<file path="config.mk">
export PLATFORM = sky130hd
export DESIGN_NAME = systolic_out_collector_flat
export DESIGN_NICKNAME = d
export VERILOG_FILES = /design/src/rtl/systolic_out_collector_pkg.sv /design/src/rtl/systolic_out_collector_if.sv /design/src/rtl/systolic_out_collector_col_fifo.sv /design/src/rtl/systolic_out_collector.sv /design/src/flat_wrapper.sv
export SDC_FILE = /design/constraint.sdc
export NUM_CORES = 1
export LEC_CHECK = 0
export CORE_AREA = 2 2 121 170
export CTS_CLUSTER_SIZE = 28
export DETAILED_ROUTE_END_ITERATION = 8
export DIE_AREA = 0 0 123 172
export DONT_BUFFER_PORTS = 1
export GPL_TIMING_DRIVEN = 0
export PLACE_DENSITY = 0.76
export SLEW_MARGIN = 20
export SYNTH_ARGS = -nofsm -noshare
export SYNTH_HDL_FRONTEND = slang
export SYNTH_SLANG_ARGS = --single-unit
</file>
<file path="constraint.sdc">
create_clock -name clk -period 2.6 [get_ports clk]
set_input_delay 0.52 -clock clk [delete_from_list [all_inputs] [get_ports clk]]
set_output_delay 0.52 -clock clk [all_outputs]
set_load 0.005 [all_outputs]
</file>
<file path="src/rtl/systolic_out_collector_pkg.sv">
// Shared types for the systolic output collector: FSM state encoding and default lane FIFO depth.
package systolic_pkg;

  localparam logic [1:0] ST_IDLE_ENC    = 2'd0;
  localparam logic [1:0] ST_COLLECT_ENC = 2'd1;
  localparam logic [1:0] ST_DRAIN_ENC   = 2'd2;

  typedef enum logic [1:0] {
    IDLE    = ST_IDLE_ENC,
    COLLECT = ST_COLLECT_ENC,
    DRAIN   = ST_DRAIN_ENC
  } coll_state_e;

  localparam int COLLECT_DEPTH = 8;

endpackage

</file>
<file path="src/rtl/systolic_out_collector_if.sv">
// Collector bus: skewed per-column results in, aligned row vectors out (valid/ready) plus job status.
interface systolic_out_collector_if #(
  parameter int width = 8,
  parameter int col   = 3
);

  logic [width-1:0] systolic_out [col-1:0];
  logic [col-1:0]   out_en;
  logic             conv_finish;
  logic [width-1:0] row_data [col-1:0];
  logic             row_valid;
  logic             row_ready;
  logic             collect_busy;
  logic             overflow;
  logic             misalign;
  logic             drain_done;

  // master: the side that feeds results and consumes rows; slave: the collector itself
  modport master (
    output systolic_out, out_en, conv_finish, row_ready,
    input  row_data, row_valid, collect_busy, overflow, misalign, drain_done
  );

  modport slave (
    input  systolic_out, out_en, conv_finish, row_ready,
    output row_data, row_valid, collect_busy, overflow, misalign, drain_done
  );

endinterface

</file>
<file path="src/rtl/systolic_out_collector_col_fifo.sv">
// Single-clock lane FIFO, one-cycle write-to-head latency; the caller must not push when full unless popping.
// Memory is cleared on reset so the head reads zero from reset; flush only rewinds the pointers.
module col_fifo #(
  parameter int width = 8,
  parameter int depth = 8
) (
  input  logic             clk,
  input  logic             nrst,
  input  logic             push,
  input  logic             pop,
  input  logic             flush,
  input  logic [width-1:0] din,
  output logic [width-1:0] head,
  output logic             full,
  output logic             empty
);

  localparam int AW = $clog2(depth);
  localparam int CW = AW + 1;

  logic [width-1:0] mem [depth];
  logic [AW-1:0]    wr_ptr;
  logic [AW-1:0]    rd_ptr;
  logic [CW-1:0]    count;

  always_ff @(posedge clk or negedge nrst) begin
    if (!nrst) begin
      wr_ptr <= '0;
      rd_ptr <= '0;
      count  <= '0;
      for (int i = 0; i < depth; i++) begin
        mem[i] <= '0;
      end
    end else if (flush) begin
      wr_ptr <= '0;
      rd_ptr <= '0;
      count  <= '0;
    end else begin
      if (push) begin
        mem[wr_ptr] <= din;
        wr_ptr      <= wr_ptr + 1'b1;
      end
      if (pop) begin
        rd_ptr <= rd_ptr + 1'b1;
      end
      // push and pop together leave the occupancy unchanged
      case ({push, pop})
        2'b10:   count <= count + 1'b1;
        2'b01:   count <= count - 1'b1;
        default: count <= count;
      endcase
    end
  end

  assign head  = mem[rd_ptr];
  assign full  = (count == CW'(depth));
  assign empty = (count == '0);

endmodule

</file>
<file path="src/rtl/systolic_out_collector.sv">
// Re-aligns diagonally skewed column results into full rows; a row appears one cycle after its last column push.
// Rows are held while row_ready is low; a push into a full lane without a same-cycle pop is dropped and flagged.
module systolic_out_collector
  import systolic_pkg::*;
#(
  parameter int width = 8,
  parameter int col   = 3,
  parameter int depth = COLLECT_DEPTH
) (
  input logic                      clk,
  input logic                      nrst,
  systolic_out_collector_if.slave  bus
);

  coll_state_e state;
  coll_state_e state_nxt;

  logic [col-1:0]   full;
  logic [col-1:0]   empty;
  logic [col-1:0]   push;
  logic [width-1:0] head [col-1:0];

  logic row_valid;
  logic pop_all;
  logic any_en;
  logic all_empty;
  logic any_empty;
  logic flush;
  logic leave_idle;
  logic ovf_set;
  logic overflow_q;
  logic misalign_q;

  assign row_valid = ~|empty;
  assign pop_all   = row_valid & bus.row_ready;
  assign any_en    = |bus.out_en;
  assign all_empty = &empty;
  assign any_empty = |empty;

  // Lanes disagree at the end of a job and nothing more is arriving: discard the leftovers
  assign flush = (state == DRAIN) && any_empty && !all_empty && !any_en;

  assign push    = bus.out_en & (~full | {col{pop_all}}) & ~{col{flush}};
  assign ovf_set = |(bus.out_en & full & ~{col{pop_all}});

  assign leave_idle = (state == IDLE) && (any_en || bus.conv_finish);

  genvar c;
  generate
    for (c = 0; c < col; c++) begin : g_lane
      col_fifo #(
        .width (width),
        .depth (depth)
      ) u_fifo (
        .clk   (clk),
        .nrst  (nrst),
        .push  (push[c]),
        .pop   (pop_all),
        .flush (flush),
        .din   (bus.systolic_out[c]),
        .head  (head[c]),
        .full  (full[c]),
        .empty (empty[c])
      );

      assign bus.row_data[c] = head[c];
    end
  endgenerate

  always_comb begin
    state_nxt = state;
    case (state)
      IDLE: begin
        if (any_en) begin
          state_nxt = COLLECT;
        end else if (bus.conv_finish) begin
          state_nxt = DRAIN;
        end
      end
      COLLECT: begin
        if (bus.conv_finish) begin
          state_nxt = DRAIN;
        end
      end
      DRAIN: begin
        if (all_empty || flush) begin
          state_nxt = IDLE;
        end
      end
      default: state_nxt = IDLE;
    endcase
  end

  always_ff @(posedge clk or negedge nrst) begin
    if (!nrst) begin
      state      <= IDLE;
      overflow_q <= 1'b0;
      misalign_q <= 1'b0;
    end else begin
      state      <= state_nxt;
      // a new job clears the sticky flags, but an event in the same cycle still lands
      overflow_q <= (overflow_q & ~leave_idle) | ovf_set;
      misalign_q <= (misalign_q & ~leave_idle) | flush;
    end
  end

  assign bus.row_valid    = row_valid;
  assign bus.collect_busy = (state != IDLE);
  assign bus.overflow     = overflow_q;
  assign bus.misalign     = misalign_q;
  assign bus.drain_done   = (state == DRAIN) && (all_empty || flush);

endmodule

</file>
<file path="src/flat_wrapper.sv">
// flat-port wrapper written by rule: the top's interface ports become plain ports
module systolic_out_collector_flat import systolic_pkg::*;
#(
  parameter int width = 8,
  parameter int col   = 3,
  parameter int depth = COLLECT_DEPTH
)
  (clk, nrst, bus_systolic_out, bus_out_en, bus_conv_finish, bus_row_ready, bus_row_data, bus_row_valid, bus_collect_busy, bus_overflow, bus_misalign, bus_drain_done);
  systolic_out_collector_if #(.width(width), .col(col)) bus_i ();
  input logic clk;
  input logic nrst;
  input wire logic [$bits(bus_i.systolic_out)-1:0] bus_systolic_out;
  input wire logic [$bits(bus_i.out_en)-1:0] bus_out_en;
  input wire logic [$bits(bus_i.conv_finish)-1:0] bus_conv_finish;
  input wire logic [$bits(bus_i.row_ready)-1:0] bus_row_ready;
  output wire logic [$bits(bus_i.row_data)-1:0] bus_row_data;
  output wire logic [$bits(bus_i.row_valid)-1:0] bus_row_valid;
  output wire logic [$bits(bus_i.collect_busy)-1:0] bus_collect_busy;
  output wire logic [$bits(bus_i.overflow)-1:0] bus_overflow;
  output wire logic [$bits(bus_i.misalign)-1:0] bus_misalign;
  output wire logic [$bits(bus_i.drain_done)-1:0] bus_drain_done;
  assign bus_i.systolic_out = {>>{bus_systolic_out}};
  assign bus_i.out_en = bus_out_en;
  assign bus_i.conv_finish = bus_conv_finish;
  assign bus_i.row_ready = bus_row_ready;
  assign bus_row_data = {>>{bus_i.row_data}};
  assign bus_row_valid = bus_i.row_valid;
  assign bus_collect_busy = bus_i.collect_busy;
  assign bus_overflow = bus_i.overflow;
  assign bus_misalign = bus_i.misalign;
  assign bus_drain_done = bus_i.drain_done;
  systolic_out_collector #(.width(width), .col(col), .depth(depth)) u_core (.clk(clk), .nrst(nrst), .bus(bus_i));
endmodule
</file>
==> metrics.md <==
| Metric | Value |
|---|---|
| Clk Latency, worst-skew pair | approximately 500 ps |
| Final hold slack | -284 ps |
| Count of final setup violators | 25 |
| Avg Cell Area, Syn | about 15 um^2 |
| Nets | approximately 820 |
| Sequential Power Share | a little under two fifths |
| Share of cells above drive strength 1 | between 50% and 60% |
| Slew @ Worst Pin | ~740 ps |
| H-tree depth | 1 |
| Power, Total | 17.1 mW |
| RSZ-0062 raised after global routing | yes |
| Yosys warning total | 0 |
| Async set-reset flop share out of synthesis | between 90% and 100% |
| Cells after synthesis | ~700 |
| CTS root buffer | clkbuf_16 |
| Cell internal pwr | approximately 12 mW |
| Multi-input gate area | just over 5000 um^2 |
| Synth cell types | between 40 and 50 |
| Routed Antenna Nets | 0 |
| Clock Pin Slew Worst Setup and Hold Paths | roughly 60 ps |
| Post-DP HPWL | between 10,000 and 15,000 um |
| Pin count of the biggest net entering global routing | 227 |
| Crit-path max FO | 4 |
| Die Wd | between 100 and 150 um |
| Synth Register Bits | roughly 230 |
| Gate power share | about 43% |
| Syn_nets | between 700 and 800 |
| Critical path type | reg2reg |
| Drt total wl | between 20,000 and 25,000 um |
| Layout Utilization | approximately 63% |
| Iter 0 DRT Violations | 360 |
| Relative slew slack | 50.6% |
| DRC | 0 |
| CTS Buf Count | 22 |
| DIE AREA | between 20,000 and 25,000 um^2 |
| Die Y | ~170 um |
| Fillers | about 1,300 |
| Worst Path Arrival | a little over 3000 ps |
| MaxCap Viol Count | 0 |
| Worst VDD drop | about 930 uV |
| Sequential area share after synthesis | between 50% and 60% |
| # port buffers | 0 |
| Initial Util | a little over half |
| NetSw | 5.36 mW |
| Core ar. | 19,700 um^2 |
| Post-route design area | 12,500 um^2 |
| Drt pass-1 iters | 4 |
| Sequential cell area | between 5000 and 6000 um^2 |
| Status | complete, but fails checks |
| CP required | slightly above 3000 ps |
| Setup WS post-layout | -97.9 ps |
| Achievable Freq | approximately 370 MHz |
| Hold Crit Class | in2async |
| Drt wl/cell | 22.2 um |
| Cell area after synthesis | 10,700 um^2 |
| All-Layer GR Usage | ~22% |
| Vias | about 6,400 |
| Most common cell after layout, fill and taps aside | dfrtp_1 |
| CP startpoint kind | flip-flop |
| Wire length of the first global-routing pass | about 37,000 um |
| Area Growth Syn to Fin | 16.7% |
| Minimum clock period | ~2700 ps |
| Placed cell area | 11,000 um^2 |
| Final Max Slew Viols | 0 |
| I/O pin cnt | 60 |
| Worst Clk Skew | between 10 and 15 ps |
| Switch share | a little under a third |
| CTS max path bufs | 3 |
| CP endpoint kind | flip-flop |
| Via/cell ratio | 6.13 |
| RD Place Congestion | ~0.81 |
| GR Overflow Total | 0 |
| Diodes inserted | 0 |
| Failing checks | hold timing, setup timing |
| Prevailing post-synth register cell | dfrtp_1 |
| Most frequent cells in the layout | 212 x dfrtp_1, 199 x mux2_2, 48 x mux4_2 |
| LEAKAGE | roughly 5.3 nW |
| Vias in the first global route | ~7,000 |
| Period utilisation layout | 104% |
| Clk sinks | approximately 230 |
| Initial antenna violation count | 0 |
| CTS tree | yes |
| Post-synth EDFFs | 0 |
| Final Hold Fails | 226 |
| TNS Setup | -803 ps |
| Rows | a little over 60 |
| Clock network power share | 19.5% |
| PwrDens | roughly 1400 nW/um^2 |
## timing repair
action / 4_1_cts / 5_1_grt
gates cloned: 0 / 0
pin swaps: 10 / 8
buffers inserted: 26 / 15
resized for setup: 61 / 23
endpoints found under the hold margin: 226 / 226
setup endpoints to repair: 55 / 90
## sequential cells by signal, indices dropped and copies added, names as in the netlist
| register | flops |
|---|---|
| u_core.bus.misalign | 1 |
| u_core.bus.overflow | 1 |
| u_core.g_lane.u_fifo.count | 12 |
| u_core.g_lane.u_fifo.mem | 192 |
| u_core.g_lane.u_fifo.rd_ptr | 9 |
| u_core.g_lane.u_fifo.wr_ptr | 9 |
| u_core.state | 2 |
## critical path, cell delays in order (launching register included)
cell and delay, ps:
dfrtp_2 450, nor4_4 300, buf_4 160, o311a_1 260, nor2b_4 80, inv_4 70
ha_4 140, ha_1 240, a21o_1 180, a21oi_2 140, xor2_1 80, or3_1 370
a21oi_2 130
## area by class of cell
class / count / share of cell area [%]
repair buffers: 41 / 2.67
flip-flops and latches: 226 / 45.5
plain buffers: 28 / 1.80
inverters: 4 / 0.181
multi-input cells: 449 / 41.2
clock buffers: 34 / 5.51
well taps: 252 / 2.53
clock inverters: 5 / 0.652
## metal layers
| metal | GRT usage, % | part of all wire [%] | wire, um |
|---|---|---|---|
| met1 | 26.0 | 38 | 8770 |
| met2 | 41.0 | 55 | 12800 |
| met3 | 3.17 | 3.8 | 882 |
| met4 | 7.66 | 2.7 | 616 |
| met5 | 0 | 0 | 0 |
## kinds of logic after synthesis
kind of cell	Yosys count	synth area share (%)
AND/OR/NAND/NOR	114	6.35
XOR/XNOR	17	1.39
AO/OA/AOI/OAI	30	1.86
buffers and inverters	36	1.36
multiplexers	272	34.2
adder cells (fa/ha/maj)	16	1.94
flip-flops	226	52.9
## stage by stage
| step | setup slack (ps) | instances | hold slack (ps) |
|---|---|---|---|
| after floorplan | -36.2 | 711 | 224 |
| after global placement | -291 | 963 | 229 |
| after detailed placement | -380 | 963 | 230 |
| after CTS | -23.4 | 1025 | -296 |
| after global routing | -205 | 1039 | -309 |
| final | -97.9 | 1039 | -284 |
## cells in the mapped netlist (3+ instances only)
| cell | count | area, um^2 |
|---|---|---|
| a211o_1 | 4 | 35.0 |
| a21oi_1 | 7 | 35.0 |
| a31oi_1 | 5 | 31.3 |
| buf_1 | 10 | 37.5 |
| clkbuf_1 | 18 | 67.6 |
| dfrtp_1 | 226 | 5660 |
| ha_1 | 15 | 188 |
| mux2_2 | 200 | 2250 |
| mux2_4 | 16 | 240 |
| mux2i_1 | 8 | 80.1 |
| mux4_2 | 48 | 1080 |
| nand2_1 | 18 | 67.6 |
| nand2b_1 | 3 | 18.8 |
| nand3_1 | 19 | 95.1 |
| nand3b_1 | 3 | 22.5 |
| nand4_1 | 6 | 37.5 |
| nand4b_1 | 7 | 61.3 |
| nor2_1 | 25 | 93.8 |
| nor2b_1 | 4 | 25.0 |
| nor3_1 | 5 | 25.0 |
| nor3_2 | 3 | 30.0 |
| nor4_2 | 3 | 37.5 |
| o21ai_0 | 6 | 30.0 |
| or3_1 | 4 | 25.0 |
| xnor2_1 | 6 | 52.6 |
| xor2_1 | 11 | 96.3 |
## power by group through the flow
stage	Combinational, mW	Clock (mW)	Sequential (mW)
global route	7.92	3.52	6.58
detailed placement	6.42	0	6.38
finish	7.36	3.32	6.39
global placement	6.12	0	6.16
CTS	6.98	3.38	6.37
floorplan	5.31	0	6.02
## worst paths after layout
kind	from	end	slack, ps	cells past startpoint
hold reg to reg	u_core.state[1]	u_core.state[0]	470	1
setup / recovery	u_core.g_lane[1].u_fifo.count[2]	u_core.g_lane[0].u_fifo.count[3]	-100	12
setup reg to reg	u_core.g_lane[1].u_fifo.count[2]	u_core.g_lane[0].u_fifo.count[3]	-100	12
hold / removal	nrst	u_core.g_lane[1].u_fifo.mem[9]	-280	0
max in group asynchronous	nrst	u_core.g_lane[2].u_fifo.rd_ptr[1]	2430	0
min in group clk	bus_systolic_out[6]	u_core.g_lane[0].u_fifo.mem[30]	160	1
Power figures use the tool's default switching activity.
